==> src/rtl/q8_8_addsub_arbiter.sv <==
// ---------------------------------------------------------------------------
// q8_8_addsub_arbiter
//
// Round-robin arbiter/sequencer sharing one Q8.8 add/sub unit between
// NUM_REQ requesters. An accepted operation is latched (IDLE -> EXEC),
// evaluated on the shared unit and registered into the response
// (EXEC -> RESP), then held until the consumer takes it (RESP -> IDLE).
// One operation every 3 cycles when the response side never stalls.
//
// Ports:
//   clk           rising-edge clock
//   rst_n         synchronous active-low reset
//   req_valid     per-requester operation valid
//   req_ready     per-requester accept strobe (only ever high in IDLE)
//   req_operand1  packed operand1, requester i at [i*BUS_WIDTH +: BUS_WIDTH]
//   req_operand2  packed operand2, same packing
//   req_add_sub   per-requester select: 0 = add, 1 = subtract (magnitude)
//   rsp_valid     response valid
//   rsp_ready     response consumer ready
//   rsp_id        index of the requester owning the response
//   rsp_result    BUS_WIDTH+1 bit result
//   busy          high whenever the sequencer is not in IDLE
//   op_count      completed-response counter, wraps at 16 bits
// ---------------------------------------------------------------------------
module q8_8_addsub_arbiter #(
    parameter int BUS_WIDTH = 16,
    parameter int NUM_REQ   = 4,
    parameter int ID_WIDTH  = 2
) (
    input  logic                           clk,
    input  logic                           rst_n,
    input  logic [NUM_REQ-1:0]             req_valid,
    output logic [NUM_REQ-1:0]             req_ready,
    input  logic [NUM_REQ*BUS_WIDTH-1:0]   req_operand1,
    input  logic [NUM_REQ*BUS_WIDTH-1:0]   req_operand2,
    input  logic [NUM_REQ-1:0]             req_add_sub,
    output logic                           rsp_valid,
    input  logic                           rsp_ready,
    output logic [ID_WIDTH-1:0]            rsp_id,
    output logic [BUS_WIDTH:0]             rsp_result,
    output logic                           busy,
    output logic [15:0]                    op_count
);

    typedef enum logic [1:0] {
        IDLE = 2'd0,
        EXEC = 2'd1,
        RESP = 2'd2
    } state_t;

    // Shared Q8_8_AddSub behaviour: add keeps the carry in the MSB,
    // subtract returns the magnitude of the difference (MSB always 0).
    function automatic logic [BUS_WIDTH:0] q8_8_addsub(
        input logic [BUS_WIDTH-1:0] a,
        input logic [BUS_WIDTH-1:0] b,
        input logic                 sub
    );
        logic [BUS_WIDTH:0] r;
        if (!sub) begin
            r = {1'b0, a} + {1'b0, b};
        end else if (a > b) begin
            r = {1'b0, a - b};
        end else begin
            r = {1'b0, b - a};
        end
        return r;
    endfunction

    state_t                 state_q, state_d;
    logic [ID_WIDTH-1:0]    rr_ptr_q, rr_ptr_d;
    logic [ID_WIDTH-1:0]    grant_q, grant_d;
    logic [BUS_WIDTH-1:0]   op1_q, op1_d;
    logic [BUS_WIDTH-1:0]   op2_q, op2_d;
    logic                   sub_q, sub_d;
    logic                   rsp_valid_q, rsp_valid_d;
    logic [ID_WIDTH-1:0]    rsp_id_q, rsp_id_d;
    logic [BUS_WIDTH:0]     rsp_result_q, rsp_result_d;
    logic [15:0]            op_count_q, op_count_d;

    logic [2*NUM_REQ-1:0]   valid_dbl;
    logic [NUM_REQ-1:0]     valid_rot;
    logic                   any_valid;
    logic [ID_WIDTH-1:0]    grant_idx;
    logic [BUS_WIDTH-1:0]   sel_op1;
    logic [BUS_WIDTH-1:0]   sel_op2;
    logic                   sel_sub;

    // Round-robin search: rotate the valid vector so rr_ptr lands at bit 0,
    // then take the lowest set bit. Scanning downward lets the lowest
    // position overwrite any higher match.
    always_comb begin
        valid_dbl = {req_valid, req_valid} >> rr_ptr_q;
        valid_rot = valid_dbl[NUM_REQ-1:0];
        any_valid = 1'b0;
        grant_idx = '0;
        for (int k = NUM_REQ - 1; k >= 0; k--) begin
            if (valid_rot[k]) begin
                any_valid = 1'b1;
                grant_idx = ID_WIDTH'((int'(rr_ptr_q) + k) % NUM_REQ);
            end
        end
    end

    // Operand mux for the granted requester; ready strobe only in IDLE.
    always_comb begin
        sel_op1   = '0;
        sel_op2   = '0;
        sel_sub   = 1'b0;
        req_ready = '0;
        for (int i = 0; i < NUM_REQ; i++) begin
            if (grant_idx == ID_WIDTH'(i)) begin
                sel_op1 = req_operand1[i*BUS_WIDTH +: BUS_WIDTH];
                sel_op2 = req_operand2[i*BUS_WIDTH +: BUS_WIDTH];
                sel_sub = req_add_sub[i];
                req_ready[i] = (state_q == IDLE) && any_valid;
            end
        end
    end

    always_comb begin
        state_d      = state_q;
        rr_ptr_d     = rr_ptr_q;
        grant_d      = grant_q;
        op1_d        = op1_q;
        op2_d        = op2_q;
        sub_d        = sub_q;
        rsp_valid_d  = rsp_valid_q;
        rsp_id_d     = rsp_id_q;
        rsp_result_d = rsp_result_q;
        op_count_d   = op_count_q;
        unique case (state_q)
            IDLE: begin
                if (any_valid) begin
                    grant_d = grant_idx;
                    op1_d   = sel_op1;
                    op2_d   = sel_op2;
                    sub_d   = sel_sub;
                    state_d = EXEC;
                end
            end
            EXEC: begin
                rsp_result_d = q8_8_addsub(op1_q, op2_q, sub_q);
                rsp_id_d     = grant_q;
                rsp_valid_d  = 1'b1;
                state_d      = RESP;
            end
            RESP: begin
                // Pointer moves only on completion so a stalled response
                // cannot let other requesters skip ahead twice.
                if (rsp_ready) begin
                    rsp_valid_d = 1'b0;
                    op_count_d  = op_count_q + 16'd1;
                    rr_ptr_d    = (grant_q == ID_WIDTH'(NUM_REQ - 1)) ? '0 : grant_q + 1'b1;
                    state_d     = IDLE;
                end
            end
            default: begin
                state_d = IDLE;
            end
        endcase
    end

    always_ff @(posedge clk) begin
        if (!rst_n) begin
            state_q      <= IDLE;
            rr_ptr_q     <= '0;
            grant_q      <= '0;
            op1_q        <= '0;
            op2_q        <= '0;
            sub_q        <= 1'b0;
            rsp_valid_q  <= 1'b0;
            rsp_id_q     <= '0;
            rsp_result_q <= '0;
            op_count_q   <= '0;
        end else begin
            state_q      <= state_d;
            rr_ptr_q     <= rr_ptr_d;
            grant_q      <= grant_d;
            op1_q        <= op1_d;
            op2_q        <= op2_d;
            sub_q        <= sub_d;
            rsp_valid_q  <= rsp_valid_d;
            rsp_id_q     <= rsp_id_d;
            rsp_result_q <= rsp_result_d;
            op_count_q   <= op_count_d;
        end
    end

    assign rsp_valid  = rsp_valid_q;
    assign rsp_id     = rsp_id_q;
    assign rsp_result = rsp_result_q;
    assign op_count   = op_count_q;
    assign busy       = (state_q != IDLE);

endmodule

==> config.mk <==
export PLATFORM = sky130hd
export DESIGN_NAME = q8_8_addsub_arbiter
export DESIGN_NICKNAME = d
export VERILOG_FILES = /design/src/rtl/q8_8_addsub_arbiter.sv
export SDC_FILE = /design/constraint.sdc
export NUM_CORES = 1
export LEC_CHECK = 0
export CAP_MARGIN = 15
export CORE_UTILIZATION = 30
export DETAILED_ROUTE_END_ITERATION = 12
export HOLD_SLACK_MARGIN = 0.05
export PLACE_DENSITY = 0.54
export SYNTH_ARGS = -nofsm -noshare
export SYNTH_HDL_FRONTEND = slang
export SYNTH_SLANG_ARGS = --single-unit
export TNS_END_PERCENT = 50
==> constraint.sdc <==
create_clock -name clk -period 3.7 [get_ports clk]
set_clock_uncertainty 0.1 [all_clocks]
set_input_delay 0.925 -clock clk [delete_from_list [all_inputs] [get_ports clk]]
set_output_delay 0.925 -clock clk [all_outputs]
set_load 0.01 [all_outputs]
# --- Yosys cells after proc, flatten, opt, wreduce, memory -nomap -nowiden ---
# Index checks and enable logic that the tools add are counted.
word_totals:
  register_bits: 75
  inputBits: 139
  out_inout_bits: 41
  wordCells: 69
classes:
  addsub: 8
  magnitude_cmp: 1
  eq_ne: 8
  n_shift: 1
  mux: 32
  reduce_logical: 9
op_table:
  columns: ["cell", "count"]
  rows:
  - ["$mux W16", 9]
  - ["$sub A16 B16 Y16", 2]
  - ["$add A16 B16 Y17", 1]
  - ["$mux W17", 1]
  - ["$add A16 B1 Y16 const B", 1]
  - ["$gt A16 B16 Y1", 1]
  - ["$mux W2", 7]
  - ["$mux W1", 13]
  - ["$eq A2 B2 Y1 const B", 4]
  - ["$reduce_and A2 Y1", 4]
  - ["$shr A8 B2 Y4", 1]
  - ["$pmux W2 S3", 1]
  - ["$add A2 B1 Y2 const B", 2]
  - ["$add A2 B2 Y2 const B", 2]
  - ["$eq A2 B1 Y1 const B", 2]
  - ["$logic_not A2 Y1", 2]
  - ["$ne A2 B2 Y1 const B", 2]
  - ["$reduce_bool A2 Y1", 2]
  - ["$pmux W1 S2", 1]
  - ["$logic_and A1 B1 Y1", 1]

# --- Longest topological paths before layout ---
# Gate-level depths: netlist of run 1.
depth:
  depth_word: 10
  ltp_mapped: 13
  depth_no_buf: 11

# --- Least setup slack after synthesis of run 1 ---
# Ideal clock, no wire load.
synth_path:
  kind: "input to output"
  start: "input port req_valid[0]"
  end: "output port req_ready[1]"
  arrival_time_ns: 2.200
  required_time_ns: 2.675
  setup_slack_ns: 0.475
  path_stages: 8
  n_path_buf: 2
  path_cell_list: "nor2b_1 > a21oi_1 > nor2_1 > a211o_1 > clkbuf_1 > buf_1 > nor2_1 > and2_1"
synth_via:
  elab_chain_len: 7
  elab_cells_between_ends: 12
  classes_between: "eq/ne (1); shift (1); mux (9); reduce/logical (1)"
synth_lines:
  columns: ["element", "line", "rtl"]
  rows:
  - ["start: declaration", "32", "input logic [NUM_REQ-1:0] req_valid,"]
  - ["$shr A8 B2 Y4 *", "92", "valid_dbl = {req_valid, req_valid} >> rr_ptr_q;"]
  - ["$mux W2 / $mux W1 (equally long branches) (4 in a row)", "97", "if (valid_rot[k]) begin"]
  - ["$eq A2 B1 Y1 / $logic_and A1 B1 Y1 (equally long branches)", "111, 115", null]
  - ["$mux W1 *", "111", "if (grant_idx == ID_WIDTH'(i)) begin"]
  - ["end: declaration", "33", "output logic [NUM_REQ-1:0] req_ready,"]
# Every way passes the cells marked *; elsewhere a longest branch is shown, timed or not.

# --- Final worst setup path of run 1 ---
# Ends and elaborated chain as after synthesis.

==> results of run 1 <==
==> final timing paths <==
| kind | end | slack (ps) | depth (start not counted) |
|---|---|---|---|
| hold reg to reg | rsp_id[1] | 360 | 2 |
| hold / removal | rsp_id[1] | 360 | 2 |
| setup reg to reg | rsp_result[10] | 230 | 10 |
| setup / recovery | req_ready[1] | 150 | 8 |
==> repair_timing <==
action / 4_1_cts / 5_1_grt
pin swaps: 0 / 0
resized for setup: 4 / 1
setup endpoints to repair: 4 / 1
buffers inserted: 0 / 0
gates cloned: 0 / 0
==> metrics by stage <==
step                setup slack, ps  hold slack [ps]  cell area (µm²)
detailed placement             -151              351             8440
CTS                             116              360             8710
floorplan                       475              349             6280
global placement               -170              343             8440
global route                   29.2              372             8710
finish                          149              356             8710
==> metal layers <==
metal,vias up,part of all wire [%]
li1,3379,-
met5,-,0
met4,0,1.1
met3,10,6.2
met2,192,43
met1,3021,50
==> kinds of logic after synthesis <==
family,Yosys count,synth area share [%]
adder cells (fa/ha/maj),52,10.7
buffers and inverters,111,7.65
XOR/XNOR,19,2.65
AND/OR/NAND/NOR,316,23.6
multiplexers,6,1.06
flip-flops,75,23.9
AO/OA/AOI/OAI,271,30.4
==> power breakdown <==
part	internal, mW	switching (mW)
sequential	0.883	0.0723
clock	0.458	0.360
combinational	0.722	0.867
==> layout by cell type, fill, tap and decap left out, drive strengths merged, types with 16 or more instances in the layout <==
master | Yosys | final
clkdlybuf4s50 | 0 | 175
nand2 | 137 | 137
a21oi | 78 | 78
dfxtp | 75 | 75
inv | 52 | 54
ha | 49 | 49
nor2 | 48 | 48
a211oi | 43 | 43
buf | 14 | 39
a311o | 34 | 34
and2 | 34 | 34
o21ai | 31 | 31
nand3 | 25 | 25
nor3 | 16 | 16
==> layout make-up <==
class                      count  area share [%]
timing repair buffer         218            23.9
clock buffer                  11            2.67
inverter                      52            2.24
tap                          270            3.88
multi-input combinational    664            49.7
clock inverter                 5           0.431
sequential                    75            17.2
==> sequential cells by signal, summed over array words and instances (netlist names) <==
name        count
op2_q          16
state_q         2
op_count       16
sub_q           1
grant_q         2
rr_ptr_q        2
rsp_valid       1
rsp_id          2
rsp_result     17
op1_q          16
==> worst min-delay path, stage by stage, from the launching register on <==
cell and delay [ps]:
sky130_fd_sc_hd__dfxtp_1 310, sky130_fd_sc_hd__nand2_1 50, sky130_fd_sc_hd__a21oi_1 50
==> results.yml, run 1 <==
clock_tree:
  clock_insertion_delay_worst_skew_ps: 340
  cts.sink_count: 75
  clk_root_buffer_cell: "sky130_fd_sc_hd__clkbuf_16"
  clk_pin_slew_worst_paths_ps: 60
  cts_made_buffers: 9
  cts_tree: "done"
  hold_buffers: 0
  h-tree-depth: 3
  clock_tree_buf_depth: 2
setup_path:
  setup.worst_path.start: "req_valid[0]"
  critical-path-max-stage-delay_ps: 440
  timing.critical_path.fanout_max: 3
  timing.critical_path.arrival_ps: 2530
  setup.worst_path.class: "input pin to output pin"
  cp-end-kind: "output pin"
  critPathBufInv: 2
  crit_path_top_delay_cell: "sky130_fd_sc_hd__clkdlybuf4s50_1"
  timing.critical_path.cells: "clkdlybuf4s50_1, nor2b_1, a21oi_1, nor2_1, a211o_2, nor2_2, and2_1, dlygate4sd2_1"
  critPathRequiredTime_ps: 2670
  worst_r2r_startpoint: "op2_q[15]"
  critPathTopFamily: "buffers and inverters"
  timing.critical_path.from_type: "input pin"
synthesis:
  syn_area_mm2: 0.00628
  ys_seq_elements: 75
  synthTopCellsByArea: "sky130_fd_sc_hd__dfxtp_1 24%, sky130_fd_sc_hd__ha_1 9.8%, sky130_fd_sc_hd__nand2_1 8.2%, sky130_fd_sc_hd__a21oi_1 6.1%, sky130_fd_sc_hd__a311o_1 5.4%"
  synth-edff-count: 0
  synth_largest_type_area_fraction_pct: 23.9
  yosys.cell_types.count: 72
  synth_top_flop_cell: "sky130_fd_sc_hd__dfxtp_1"
  ys.warnings.count: 0
  netlist_top_cells_count: "137 x sky130_fd_sc_hd__nand2_1, 77 x sky130_fd_sc_hd__a21oi_1, 75 x sky130_fd_sc_hd__dfxtp_1"
  postSynth.asyncResetShare_pct: 0
  synth_area_leader_cell: "sky130_fd_sc_hd__dfxtp_1"
  synthMostInstantiatedCell: "sky130_fd_sc_hd__nand2_1"
  synth_seq_area_share_pct: 23.9
  syn_nets: 1041
  syn_inst: 850
  syn_avg_cell_area_um2: 7.39
final_layout:
  syn2layout_area_growth_pct: 38.7
  finish.net_count: 1211
  multi_input_area_mm2: 0.00433
  layoutNonFillerInstCount: 1295
  filler_cell_count: 2154
  register_area_mm2: 0.00150
  number_of_diodes_added_for_antenna_fixing: 0
  final_layout_size_suffix_gt1_share_pct: 7.41
  final_util_pct: 42.8
placed_design:
  detailed_placer_s_ending_hpwl_um: 16200
  placement.io_buffers: 179
  place.detailed.instances: 1279
  globalplace.congestion: 0.876
sta:
  post-route-period-util_pct: 96.0
  least_margin_pin_slew_ps: 871
  timing.final.crit_period_ps: 3550
  max-slew-margin-rel_pct: 41.9
  finalSetupTns_ps: 0
  setup_repair_after_global_routing_missed_its_margin: "false"
  slew_viol_final: 0
  setup_viol: 0
  fmax_mhz: 282
  final-hold-violation-count: 0
pwr:
  power_mw: 3.36
  p_per_area_mw_per_mm2: 386
  vdd_ir_drop_max_mv: 0.179
  power.static_leakage_nw: 3.42
route:
  residual_drc_count: 0
  via_per_inst: 5.10
  wl_um: 20600
  initialDrtViolationCount: 361
  dr_total_vias: 6602
  avgRoutedWirePerCell_um: 15.9
  antenna_violating_nets_post_route: 0
  drt_pre_antenna_iters: 4
run_status:
  status: "completed"
global_route:
  first_pass_grt_wire_length_um: 33700
  track_usage_pct: 19.6
  globalRoute.totalOverflow: 0
  grtUsageMet1_pct: 27.3
  number_of_antenna_violations_at_the_first_check_in_global_routing: 0
  grt_busiest_layer: "met2"
  vias_in_the_first_global_route: 6427
  maximum_number_of_pins_on_one_net_before_global_route_repair: 68
  grt.met3_usage_pct: 4.53
  groute.layer.met2.usage_pct: 30.0
floorplanning:
  design.die.area_mm2: 0.0215
  dieHeight_um: 147
  core.rowCount: 52
  die_width_um: 147
  ios: 180
  start_util_pct: 30.8
  floorplan_core_area_mm2: 0.0204
worst_hold_path:
  beginning_of_the_worst_hold_path: "rsp_id[1]"
  worst_hold_path_type: "flip-flop to flip-flop"
flow_run:
  drv_cap: 0
Note: power is estimated with default switching activity, not from simulation.
==> run 2, diff against run 1 <==
--- a/config.mk
+++ b/config.mk
@@ -9,7 +9,7 @@
 export CORE_UTILIZATION = 30
 export DETAILED_ROUTE_END_ITERATION = 12
 export HOLD_SLACK_MARGIN = 0.05
-export PLACE_DENSITY = 0.54
+export PLACE_DENSITY_LB_ADDON = 0.15
 export SYNTH_ARGS = -nofsm -noshare
 export SYNTH_HDL_FRONTEND = slang
 export SYNTH_SLANG_ARGS = --single-unit
==> run 2 against run 1 <==
Against the previous run: first-iteration DRC count rose by 25%; die area did not move; via count rose by 0.41%; critical path depth did not move; sequential power barely moved; clock power rose by 12%; highest routed layer unchanged.
==> results.yml, run 2 (synthesis results as in run 1) <==
setup_path:
  worst_r2r_startpoint: "op1_q[11]"
  timing.critical_path.cells: "clkdlybuf4s50_1, nor2b_1, a21oi_1, nor2_1, a211o_2, nor2_2, and2_1, clkdlybuf4s15_1"
  rr_worst_depth: 12
  critical-path-max-stage-delay_ps: 450
  crit_path_top_delay_cell: "sky130_fd_sc_hd__clkdlybuf4s50_1"
  critPathRequiredTime_ps: 2670
  critPathBufInv: 2
  timing.critical_path.arrival_ps: 2550
  worst_r2r_end: "rsp_result[3]"
  timing.critical_path.fanout_max: 3
  cp-end-kind: "output pin"
  critPathTopFamily: "buffers and inverters"
  setup.worst_path.class: "input pin to output pin"
  timing.critical_path.from_type: "input pin"
  reg2reg_slack_ps: 350
pwr:
  p_per_area_mw_per_mm2: 400
  power.static_leakage_nw: 3.49
  vdd_ir_drop_max_mv: 0.168
  power_mw: 3.53
clock_tree:
  clock_insertion_delay_worst_skew_ps: 340
  clk_pin_slew_worst_paths_ps: 60
  clock_tree_buf_depth: 2
  clk_root_buffer_cell: "sky130_fd_sc_hd__clkbuf_16"
  cts_made_buffers: 9
  cts.sink_count: 75
  cts_tree: "done"
  h-tree-depth: 3
  hold_buffers: 0
final_layout:
  layoutNonFillerInstCount: 1304
  number_of_diodes_added_for_antenna_fixing: 0
  layout.cells.most_common_list: "175 x sky130_fd_sc_hd__clkdlybuf4s50_1, 137 x sky130_fd_sc_hd__nand2_1, 77 x sky130_fd_sc_hd__a21oi_1"
  finish.net_count: 1220
  largest_reg_flops: 17
  final_layout_size_suffix_gt1_share_pct: 8.41
  syn2layout_area_growth_pct: 40.6
  final_common_cell: "sky130_fd_sc_hd__clkdlybuf4s50_1"
global_route:
  globalRoute.totalOverflow: 0
  track_usage_pct: 19.1
  maximum_number_of_pins_on_one_net_before_global_route_repair: 71
  first_pass_grt_wire_length_um: 33200
  number_of_antenna_violations_at_the_first_check_in_global_routing: 0
  vias_in_the_first_global_route: 6392
floorplanning:
  core.rowCount: 52
  start_util_pct: 30.8
  ios: 180
  floorplan_core_area_mm2: 0.0204
  die_width_um: 147
  design.die.area_mm2: 0.0215
  dieHeight_um: 147
sta:
  fmax_mhz: 280
  slew_viol_final: 0
  final-hold-violation-count: 0
  post-route-period-util_pct: 96.7
  postLayoutSetupSlackWorst_ps: 122
  least_margin_pin_slew_ps: 868
  setup_viol: 0
  timing.final.crit_period_ps: 3580
  setup_repair_after_global_routing_missed_its_margin: "false"
  max-slew-margin-rel_pct: 42.1
route:
  residual_drc_count: 0
  wl_um: 20600
  drt_pre_antenna_iters: 4
  avgRoutedWirePerCell_um: 15.8
  initialDrtViolationCount: 453
  via_per_inst: 5.08
  antenna_violating_nets_post_route: 0
  dr_total_vias: 6629
flow_run:
  drv_cap: 0
worst_hold_path:
  beginning_of_the_worst_hold_path: "rsp_id[1]"
  worst_hold_path_type: "flip-flop to flip-flop"
  hold_path_end: "rsp_id[1]"
  holdPathStages: 2
placed_design:
  detailedPlace.worstSlack_ps: -194
  globalplace.congestion: 0.892
  detailed_placer_s_ending_hpwl_um: 16100
  placement.io_buffers: 179
  place.detailed.instances: 1288
run_status:
  status: "completed"
[run 2: how the worst max path moves through the flow]
stage	startpoint	end	slack [ps]	depth (start not counted)
6_report	req_valid[0]	req_ready[1]	120	8
5_1_grt	req_valid[0]	req_ready[1]	10	8
4_1_cts	req_valid[0]	req_ready[1]	70	8
3_5_place_dp	req_valid[0]	req_ready[1]	-190	8
3_3_place_gp	req_valid[0]	req_ready[1]	-160	8
2_1_floorplan	req_valid[0]	req_ready[1]	480	8
[run 2: area by class of cell]
cell class	instances	area [µm²]
repair buffers	227	2160
multi-input cells	664	4330
clock buffers	9	225
flip-flops and latches	75	1500
clock inverters	7	82.6
inverters	52	195
fillers	2105	11500
well taps	270	338
[run 2: power breakdown]
part	switching (mW)	leakage, nW	total, mW	internal (mW)
sequential	0.0731	0.614	0.956	0.883
clock	0.386	0.145	0.919	0.533
combinational	0.891	2.73	1.66	0.765
total	1.35	3.49	3.53	2.18
[run 2: worst reg2reg max path: stages (launching register included)]
cell and delay (ps):
sky130_fd_sc_hd__dfxtp_1 380, sky130_fd_sc_hd__inv_1 60, sky130_fd_sc_hd__ha_1 310, sky130_fd_sc_hd__buf_4 170, sky130_fd_sc_hd__a21oi_1 230, sky130_fd_sc_hd__o21ai_0 210, sky130_fd_sc_hd__a211o_2 440, sky130_fd_sc_hd__o21ai_4 250
sky130_fd_sc_hd__buf_4 190, sky130_fd_sc_hd__mux2_2 340, sky130_fd_sc_hd__a211oi_2 250, sky130_fd_sc_hd__mux2i_1 100, sky130_fd_sc_hd__or2_1 220
[run 2: metal layers]
layer	vias up	wire length (µm)	track usage (%)	part of all wire [%]
met4	0	315	5.63	1.5
met1	3020	10400	27.0	50
met3	17	1290	4.47	6.3
met5	-	0	0	0
li1	3394	-	-	-
met2	198	8670	28.7	42
[run 2: metrics by stage]
stage	util (%)	area [µm²]	hold WS [ps]	setup TNS [ps]
finish	43.4	8830	359	0
global route	43.4	8830	388	0
CTS	43.3	8830	366	0
detailed placement	41.9	8520	356	-466
global placement	41.9	8520	349	-302
floorplan	-	6280	349	0
[run 2: repair_timing]
action / CTS / global route
gates resized for setup: 4 / 2
buffers inserted: 0 / 0
setup endpoints to repair: 4 / 1
